$ cat src/rtl/ahb_master_resp_mux.sv
// Per-master AHB data-phase response path: registers the decoder select at each address-phase
// handshake, muxes the selected slave's response back, and hosts the default (ERROR) slave.
module ahb_master_resp_mux #(
    parameter int NUM_SLAVES = 2,
    parameter int DATA_WIDTH = 32
) (
    input  logic                             i_hclk,
    input  logic                             i_hresetn,
    input  logic [NUM_SLAVES-1:0]            i_hsel,
    input  logic [1:0]                       i_htrans,
    input  logic [NUM_SLAVES*DATA_WIDTH-1:0] i_hrdata_s,
    input  logic [NUM_SLAVES-1:0]            i_hreadyout_s,
    input  logic [NUM_SLAVES-1:0]            i_hresp_s,
    output logic [DATA_WIDTH-1:0]            o_hrdata,
    output logic                             o_hready,
    output logic                             o_hresp
);

    typedef enum logic [1:0] {
        DS_IDLE = 2'b00,
        DS_ERR1 = 2'b01,
        DS_ERR2 = 2'b10
    } ds_state_t;

    ds_state_t                 r_ds_state;
    ds_state_t                 w_ds_state_nxt;
    logic [NUM_SLAVES-1:0]     r_dp_sel;
    logic [NUM_SLAVES-1:0]     w_hsel_pri;
    logic                      w_unmapped_active;
    logic [DATA_WIDTH-1:0]     w_rdata_or;
    logic                      w_rdy_or;
    logic                      w_resp_or;

    // Keep only the lowest-index select; x & -x isolates the lowest set bit.
    function automatic logic [NUM_SLAVES-1:0] prio_lowest(input logic [NUM_SLAVES-1:0] sel);
        prio_lowest = sel & (~sel + {{(NUM_SLAVES-1){1'b0}}, 1'b1});
    endfunction

    assign w_hsel_pri        = prio_lowest(i_hsel);
    assign w_unmapped_active = (i_hsel == {NUM_SLAVES{1'b0}}) && i_htrans[1];

    // Data-phase select register, loaded on every address-phase handshake
    always_ff @(posedge i_hclk or negedge i_hresetn) begin
        if (!i_hresetn) begin
            r_dp_sel <= {NUM_SLAVES{1'b0}};
        end else if (o_hready) begin
            r_dp_sel <= w_hsel_pri;
        end
    end

    // Default-slave state register
    always_ff @(posedge i_hclk or negedge i_hresetn) begin
        if (!i_hresetn) begin
            r_ds_state <= DS_IDLE;
        end else begin
            r_ds_state <= w_ds_state_nxt;
        end
    end

    // Default-slave next state; a capture only occurs while o_hready is high
    always_comb begin
        w_ds_state_nxt = DS_IDLE;
        case (r_ds_state)
            DS_IDLE: begin
                if (o_hready && w_unmapped_active) begin
                    w_ds_state_nxt = DS_ERR1;
                end else begin
                    w_ds_state_nxt = DS_IDLE;
                end
            end
            DS_ERR1: w_ds_state_nxt = DS_ERR2;
            DS_ERR2: begin
                if (w_unmapped_active) begin
                    w_ds_state_nxt = DS_ERR1;
                end else begin
                    w_ds_state_nxt = DS_IDLE;
                end
            end
            default: w_ds_state_nxt = DS_IDLE;
        endcase
    end

    // AND-OR mux of slave responses; r_dp_sel is one-hot or zero
    always_comb begin
        w_rdata_or = {DATA_WIDTH{1'b0}};
        w_rdy_or   = 1'b0;
        w_resp_or  = 1'b0;
        for (int k = 0; k < NUM_SLAVES; k++) begin
            w_rdata_or = w_rdata_or | (i_hrdata_s[k*DATA_WIDTH +: DATA_WIDTH] & {DATA_WIDTH{r_dp_sel[k]}});
            w_rdy_or   = w_rdy_or  | (i_hreadyout_s[k] & r_dp_sel[k]);
            w_resp_or  = w_resp_or | (i_hresp_s[k] & r_dp_sel[k]);
        end
    end

    // Response to master: default-slave ERROR, selected slave, or zero-wait OKAY
    always_comb begin
        o_hready = 1'b1;
        o_hresp  = 1'b0;
        o_hrdata = {DATA_WIDTH{1'b0}};
        case (r_ds_state)
            DS_ERR1: begin
                o_hready = 1'b0;
                o_hresp  = 1'b1;
            end
            DS_ERR2: begin
                o_hready = 1'b1;
                o_hresp  = 1'b1;
            end
            default: begin
                if (r_dp_sel != {NUM_SLAVES{1'b0}}) begin
                    o_hready = w_rdy_or;
                    o_hresp  = w_resp_or;
                    o_hrdata = w_rdata_or;
                end else begin
                    o_hready = 1'b1;
                    o_hresp  = 1'b0;
                    o_hrdata = {DATA_WIDTH{1'b0}};
                end
            end
        endcase
    end

endmodule

$ cat config.mk
export PLATFORM = sky130hd
export DESIGN_NAME = ahb_master_resp_mux
export DESIGN_NICKNAME = d
export VERILOG_FILES = /design/src/rtl/ahb_master_resp_mux.sv
export SDC_FILE = /design/constraint.sdc
export NUM_CORES = 1
export LEC_CHECK = 0
export ABC_AREA = 1
export ABC_CLOCK_PERIOD_IN_PS = 1400
export CAP_MARGIN = 0
export CORE_MARGIN = 10
export CORE_UTILIZATION = 23
export DETAILED_ROUTE_END_ITERATION = 10
export PLACE_DENSITY = 0.81
export SYNTH_ARGS = -nofsm -noshare
export SYNTH_HDL_FRONTEND = slang
export SYNTH_SLANG_ARGS = --single-unit
$ cat constraint.sdc
create_clock -name i_hclk -period 1.4 [get_ports i_hclk]
set_clock_uncertainty 0.05 [all_clocks]
set_input_delay 0.14 -clock i_hclk [delete_from_list [all_inputs] [get_ports i_hclk]]
set_output_delay 0.14 -clock i_hclk [all_outputs]
set_load 0.01 [all_outputs]
==> run summary, run 1 <==
Met3 routed WL = 360 µm
Peak supply drop = 0.7239 mV
Placeable Area = 3028 µm²
Seq/Total Area, Yosys = 13.77%
CTS root buf = clkbuf_4
Final wirelength = 4.551 mm
Failing checks = setup timing
Reg2Reg Depth = 9
Core Util, Final = 65.87%
Die H = 76.22 µm
Initial Util = 24.01%
Fillers = 283
Post-DP HPWL = 3.651 mm
CP max FO = 10
Min Tclk post-route = 1.570 ns
Worst setup slack after layout = -0.1702 ns
Layout cells sized above 1 = 34.50%
N_diodes = 0
WL met2 = 2.153 mm
Mapped Cells = 141
Synthesized Nets = 219
Routed vias/inst = 4.566
Synthesized area = 726.9 µm²
Tcrit/Tclk final = 112.2%
Total area of multi-input combinational cells = 650.6 µm²
Commonest non-fill, non-tap cell in the layout = clkdlybuf4s50_1
Top Metal Used = met4
Critical R2R Launch = r_ds_state[1]
TNS Setup = -4.666 ns
Cell area power density = 1413 nW/µm²
Clock Latency Late Sink = 0.23 ns
Worst Setup SP = r_ds_state[1]
Final Hold Fails = 0
Clock transition at path regs = 0.03 ns
Crit-path max cell delay = 0.38 ns
Mean Syn Cell Area = 5.156 µm²
CP startpoint kind = flop
TritonRoute pass-1 iters = 4
Initial antenna violation count = 0
Slowest CP cell = dfrtp_1
WP data arrival = 1.38 ns
Setup CP Type = reg2out
Worst slew pin tran = 0.2195 ns
CTS tree = built
Detail Route Antenna Nets = 0
Worst Setup EP = o_hrdata[13]
Total Die Area = 5809 µm²
DR vias = 1379
DRT met1 WL = 2.008 mm
Vias in the first global route = 1270
Ys Warns = 0
# IOs = 108
Gr ovfl total = 0
Largest net degree at the start of global routing = 22
Number of synthesized register bits = 4
Clk buf depth = 2
Most frequent cells in the layout = clkdlybuf4s50_1, nand2_1, buf_2, a21oi_2
H-tree depth = 1
Area Overhead vs Synth = 174.4%
R2r endpoint = r_dp_sel[0]
GR Util All Layers = 13.81%
Num Clock Sinks = 4
Count of different cell masters after synthesis = 12
Slew Limit Fails = 0
Fmax = 0.6369 GHz
Final setup vio count = 36
First-pass GRT wire length = 6.741 mm
Port bufs = 106
Max Cap Viol = 0
Violation count after the first detailed-route iteration = 63
Outcome = complete, but fails checks
Die width = 76.22 µm
Row count = 20
Register Area = 100.1 µm²
Pleak = 0.8939 nW
Hold crit path type = in2async
Final GP Congestion = 0.7810
Slew headroom = 85.36%
RSZ-0062 raised after global routing = true
R2R Setup Slk = -0.04 ns
Crit-path cells = inv_2 > ha_4 > clkbuf_16 > a21oi_1 > buf_2
Final net count = 338
CTS buffer count = 3
Worst setup EP type = primary output
Worst EP required = 1.21 ns
DRC viols = 0
WL per Instance = 15.07 µm
## kinds of logic (layout without fill, tap and decap cells)
logic type	count (synthesis)	count (layout)	share of synthesized area (%)
flip-flops	4	4	13.77
adder cells (fa/ha/maj)	4	4	6.885
AND/OR/NAND/NOR	78	78	41.31
buffers and inverters	18	135	12.56
AO/OA/AOI/OAI	37	37	25.47
## routing by layer
| layer | global-route usage, % | vias up |
|---|---|---|
| li1 | - | 686 |
| met1 | 17.16 | 623 |
| met2 | 22.62 | 68 |
| met3 | 4.717 | 2 |
| met4 | 2.416 | 0 |
| met5 | 0 | - |
## sequential cells by signal, indices dropped and copies added (netlist names)
| name | cells |
|---|---|
| r_ds_state | 2 |
| r_dp_sel | 2 |
## where the power goes
group,switching (mW),internal (mW)
combinational,1.25,1.24
clock,0.0405,0.0954
sequential,0.0400,0.149
## area by class of cell
class	count	share of cell area, %
flip-flops and latches	4	5.019
inverters	6	1.129
well taps	44	2.760
clock buffers	3	1.129
repair buffers	126	57.34
multi-input cells	119	32.62
## worst min path at each step
stage | start | to | depth (start not counted)
2_1_floorplan | i_hresetn | r_dp_sel[0] | 0
3_3_place_gp | i_hresetn | r_ds_state[1] | 1
3_5_place_dp | i_hresetn | r_dp_sel[0] | 1
4_1_cts | i_hresetn | r_ds_state[1] | 1
5_1_grt | i_hresetn | r_ds_state[1] | 1
6_report | i_hresetn | r_ds_state[1] | 1
## stage by stage
step | setup slack, ns | hold slack (ns) | power (mW) | instance area (µm²) | cells
finish | -0.1702 | 0.06245 | 2.818 | 1994 | 302
global route | -0.2278 | 0.06878 | 3.069 | 1994 | 302
CTS | -0.1620 | 0.05858 | 2.480 | 1807 | 297
detailed placement | -0.4540 | 0.3035 | 2.681 | 1924 | 294
global placement | -0.4336 | 0.3062 | 2.648 | 1924 | 294
floorplan | 0.01293 | -0.2056 | 1.241 | 726.9 | 141
## cells in the mapped netlist
cell / number / area, µm²
nand2_1: 71 / 266.5
a21oi_1: 35 / 175.2
buf_2: 10 / 50.05
inv_1: 6 / 22.52
dfrtp_1: 4 / 100.1
ha_1: 4 / 50.05
nor2_1: 3 / 11.26
nand2_2: 2 / 12.51
nand3_1: 2 / 10.01
o21ai_1: 2 / 10.01
buf_4: 1 / 7.510
buf_6: 1 / 11.26
## critical path: cells and delay by family, from the launching register on
family	cells	cell delay [ns]
adders and majority gates	1	0.24
DFF	1	0.38
AOI/OAI and AO/OA	1	0.11
buffers and inverters	3	0.42
## repair_timing
| action | 4_1_cts | 5_1_grt |
|---|---|---|
| pin swaps | 1 | 2 |
| buffers inserted | 0 | 3 |
| hold buffers | 0 | 0 |
| endpoints found under the setup margin | 36 | 36 |
| gates resized for setup | 144 | 29 |
| cloned | 0 | 2 |
No activity file was read; power rests on OpenSTA's default activity.
==> run 2: changes to the inputs <==
--- a/config.mk
+++ b/config.mk
@@ -7,7 +7,6 @@
 export LEC_CHECK = 0
 export ABC_AREA = 1
 export ABC_CLOCK_PERIOD_IN_PS = 1400
-export CAP_MARGIN = 0
 export CORE_MARGIN = 10
 export CORE_UTILIZATION = 23
 export DETAILED_ROUTE_END_ITERATION = 10
==> results of run 2 <==
No change in the layout: final DEF, timing and power equal those of run 1.
==> run 3: changes to the inputs <==
--- a/config.mk
+++ b/config.mk
@@ -10,7 +10,7 @@
 export CORE_MARGIN = 10
 export CORE_UTILIZATION = 23
 export DETAILED_ROUTE_END_ITERATION = 10
-export PLACE_DENSITY = 0.81
+export PLACE_DENSITY_LB_ADDON = 0.08
 export SYNTH_ARGS = -nofsm -noshare
 export SYNTH_HDL_FRONTEND = slang
 export SYNTH_SLANG_ARGS = --single-unit
==> run 3 against run 2 <==
  * The run still ends with setup timing left
  * Maximum frequency decreased by 0.98%
  * Die area did not move
  * Flip-flop and latch count stayed put
  * Clock-buffer cell count unchanged
  * Utilization shrank 1.8 points
  * Critical path depth stayed put
  * Sequential power up 3%
  * Total power decreased by 4.8%
  * Hold slack got worse by 0.010 ns
  * Combinational power fell by 6%
  * Register-to-register slack got worse by 0.04 ns
  * Critical endpoint is now o_hrdata[28]
  * Largest cell class unchanged
  * Highest routed layer unchanged
==> run summary, run 3 (same netlist as run 1, synthesis figures left out) <==
Worst slew pin tran = 0.2055 ns
Area Overhead vs Synth = 167.0%
Crit-path cells = inv_2 > ha_4 > buf_6 > a21oi_1 > buf_2
Initial Util = 24.01%
Crit-path max cell delay = 0.38 ns
Final Hold Fails = 0
WL per Instance = 14.95 µm
Initial antenna violation count = 0
Slew Limit Fails = 0
Failing checks = setup timing
Vias in the first global route = 1353
Min Tclk post-route = 1.586 ns
Pleak = 0.8807 nW
Top Family by Delay on Critical Path = buffers and inverters
Clock transition at path regs = 0.04 ns
Worst setup slack after layout = -0.1858 ns
N_diodes = 0
DP Area = 1902 µm²
RSZ-0062 raised after global routing = true
Most frequent cells in the layout = clkdlybuf4s50_1, nand2_1, buf_2, a21oi_2, buf_4
Final wirelength = 4.530 mm
Cell area power density = 1382 nW/µm²
Violation count after the first detailed-route iteration = 48
Critical R2R Launch = r_ds_state[0]
Clk buf depth = 2
Layout cells sized above 1 = 34.36%
Gr ovfl total = 0
Outcome = complete, but fails checks
R2r endpoint = r_dp_sel[1]
GR Util All Layers = 14.72%
Slew headroom = 86.30%
Largest net degree at the start of global routing = 16
Final net count = 339
DR vias = 1350
CP startpoint kind = flop
Slowest CP cell = dfrtp_1
Worst setup EP type = primary output
Pre-CTS WS = -0.4853 ns
Row count = 20
Buf+Inv Stages, Crit Path = 3
Num Clock Sinks = 4
Routed vias/inst = 4.455
Detail Route Antenna Nets = 0
DRC viols = 0
Placeable Area = 3028 µm²
CP max FO = 12
Peak supply drop = 0.9572 mV
First-pass GRT wire length = 7.107 mm
H-tree depth = 1
P_int = 1.375 mW
Logic gate share of total power = 87.3%
TNS Setup = -5.136 ns
CTS buffer count = 3
Net switching power = 1.307 mW
TritonRoute pass-1 iters = 4
Port bufs = 106
Flop pwr share = 7.3%
Clock Latency Late Sink = 0.24 ns
Top Registers = r_dp_sel (2), r_ds_state (2)
Max Cap Viol = 0
# IOs = 108
Clock power share = 5.4%
Switch share = 48.72%
CTS root buf = clkbuf_4
Die H = 76.22 µm
Worst EP required = 1.21 ns
R2R Setup Slk = -0.08 ns
Hold crit path type = in2async
Final GP Congestion = 0.7282
Tcrit/Tclk final = 113.3%
Total chip power = 2.682 mW
Fillers = 297
Final setup vio count = 36
CTS tree = built
Reg2Reg Depth = 9
Total Die Area = 5809 µm²
Fmax = 0.6306 GHz
Design area = 1941 µm²
Die width = 76.22 µm
Post-DP HPWL = 3.660 mm
WP data arrival = 1.40 ns
Commonest non-fill, non-tap cell in the layout = clkdlybuf4s50_1
Setup CP Type = reg2out
-- run 3: changes by cell type in the layout (fill, tap and decap cells not counted), moves of 2 or more --
| cell | before | now |
|---|---|---|
| buf_4 | 12 | 17 |
| buf_6 | 6 | 3 |
| a21oi_2 | 22 | 24 |
| buf_12 | 3 | 1 |
| buf_2 | 31 | 33 |
| clkbuf_16 | 2 | 0 |
-- run 3: final cells by class --
| cell class | instances | area (µm²) | share of cell area (%) |
|---|---|---|---|
| Clock buffer | 3 | 22.52 | 1.161 |
| Inverter | 6 | 22.52 | 1.161 |
| Multi-Input combinational cell | 119 | 645.6 | 33.27 |
| Sequential cell | 4 | 100.1 | 5.158 |
| Tap cell | 44 | 55.05 | 2.837 |
| Timing Repair Buffer | 127 | 1095 | 56.42 |
-- run 3: stage by stage --
step	util [%]	hold WS (ns)	std cells
floorplan	-	-0.2056	141
global placement	62.81	0.3037	296
detailed placement	62.81	0.3128	296
CTS	62.85	0.05493	302
global route	64.09	0.06131	303
finish	64.09	0.05215	303
-- run 3: worst max path at each step --
stage | start | endpoint | slack (ns) | cells past startpoint
after global routing | r_ds_state[0] | o_hready | -0.25 | 7
after CTS | r_ds_state[0] | o_hready | -0.19 | 7
final | r_ds_state[0] | o_hrdata[28] | -0.19 | 5
after global placement | r_ds_state[0] | o_hrdata[5] | -0.42 | 5
after detailed placement | r_ds_state[0] | o_hrdata[13] | -0.49 | 5
after floorplan | r_ds_state[0] | o_hrdata[0] | 0.01 | 5
-- run 3: what timing repair did --
action	in CTS	in global routing
gates cloned	1	0
hold buffers	0	0
setup buffers	2	2
endpoints found under the setup margin	36	37
resized for setup	165	8
pin swaps	3	4
-- run 3: metal layers --
layer / GRT usage (%) / vias up / share of wire (%)
li1: - / 686 / -
met2: 27.21 / 50 / 52
met3: 2.712 / 5 / 5.5
met1: 16.60 / 609 / 41
met5: 0 / - / 0
met4: 4.089 / 0 / 1.3
-- run 3: power by group through the flow --
stage | clock, mW | combinational (mW) | sequential (mW)
floorplan | 0 | 1.08 | 0.162
global placement | 0 | 2.35 | 0.192
detailed placement | 0 | 2.38 | 0.193
CTS | 0.152 | 2.24 | 0.195
global route | 0.157 | 2.54 | 0.201
finish | 0.146 | 2.34 | 0.195
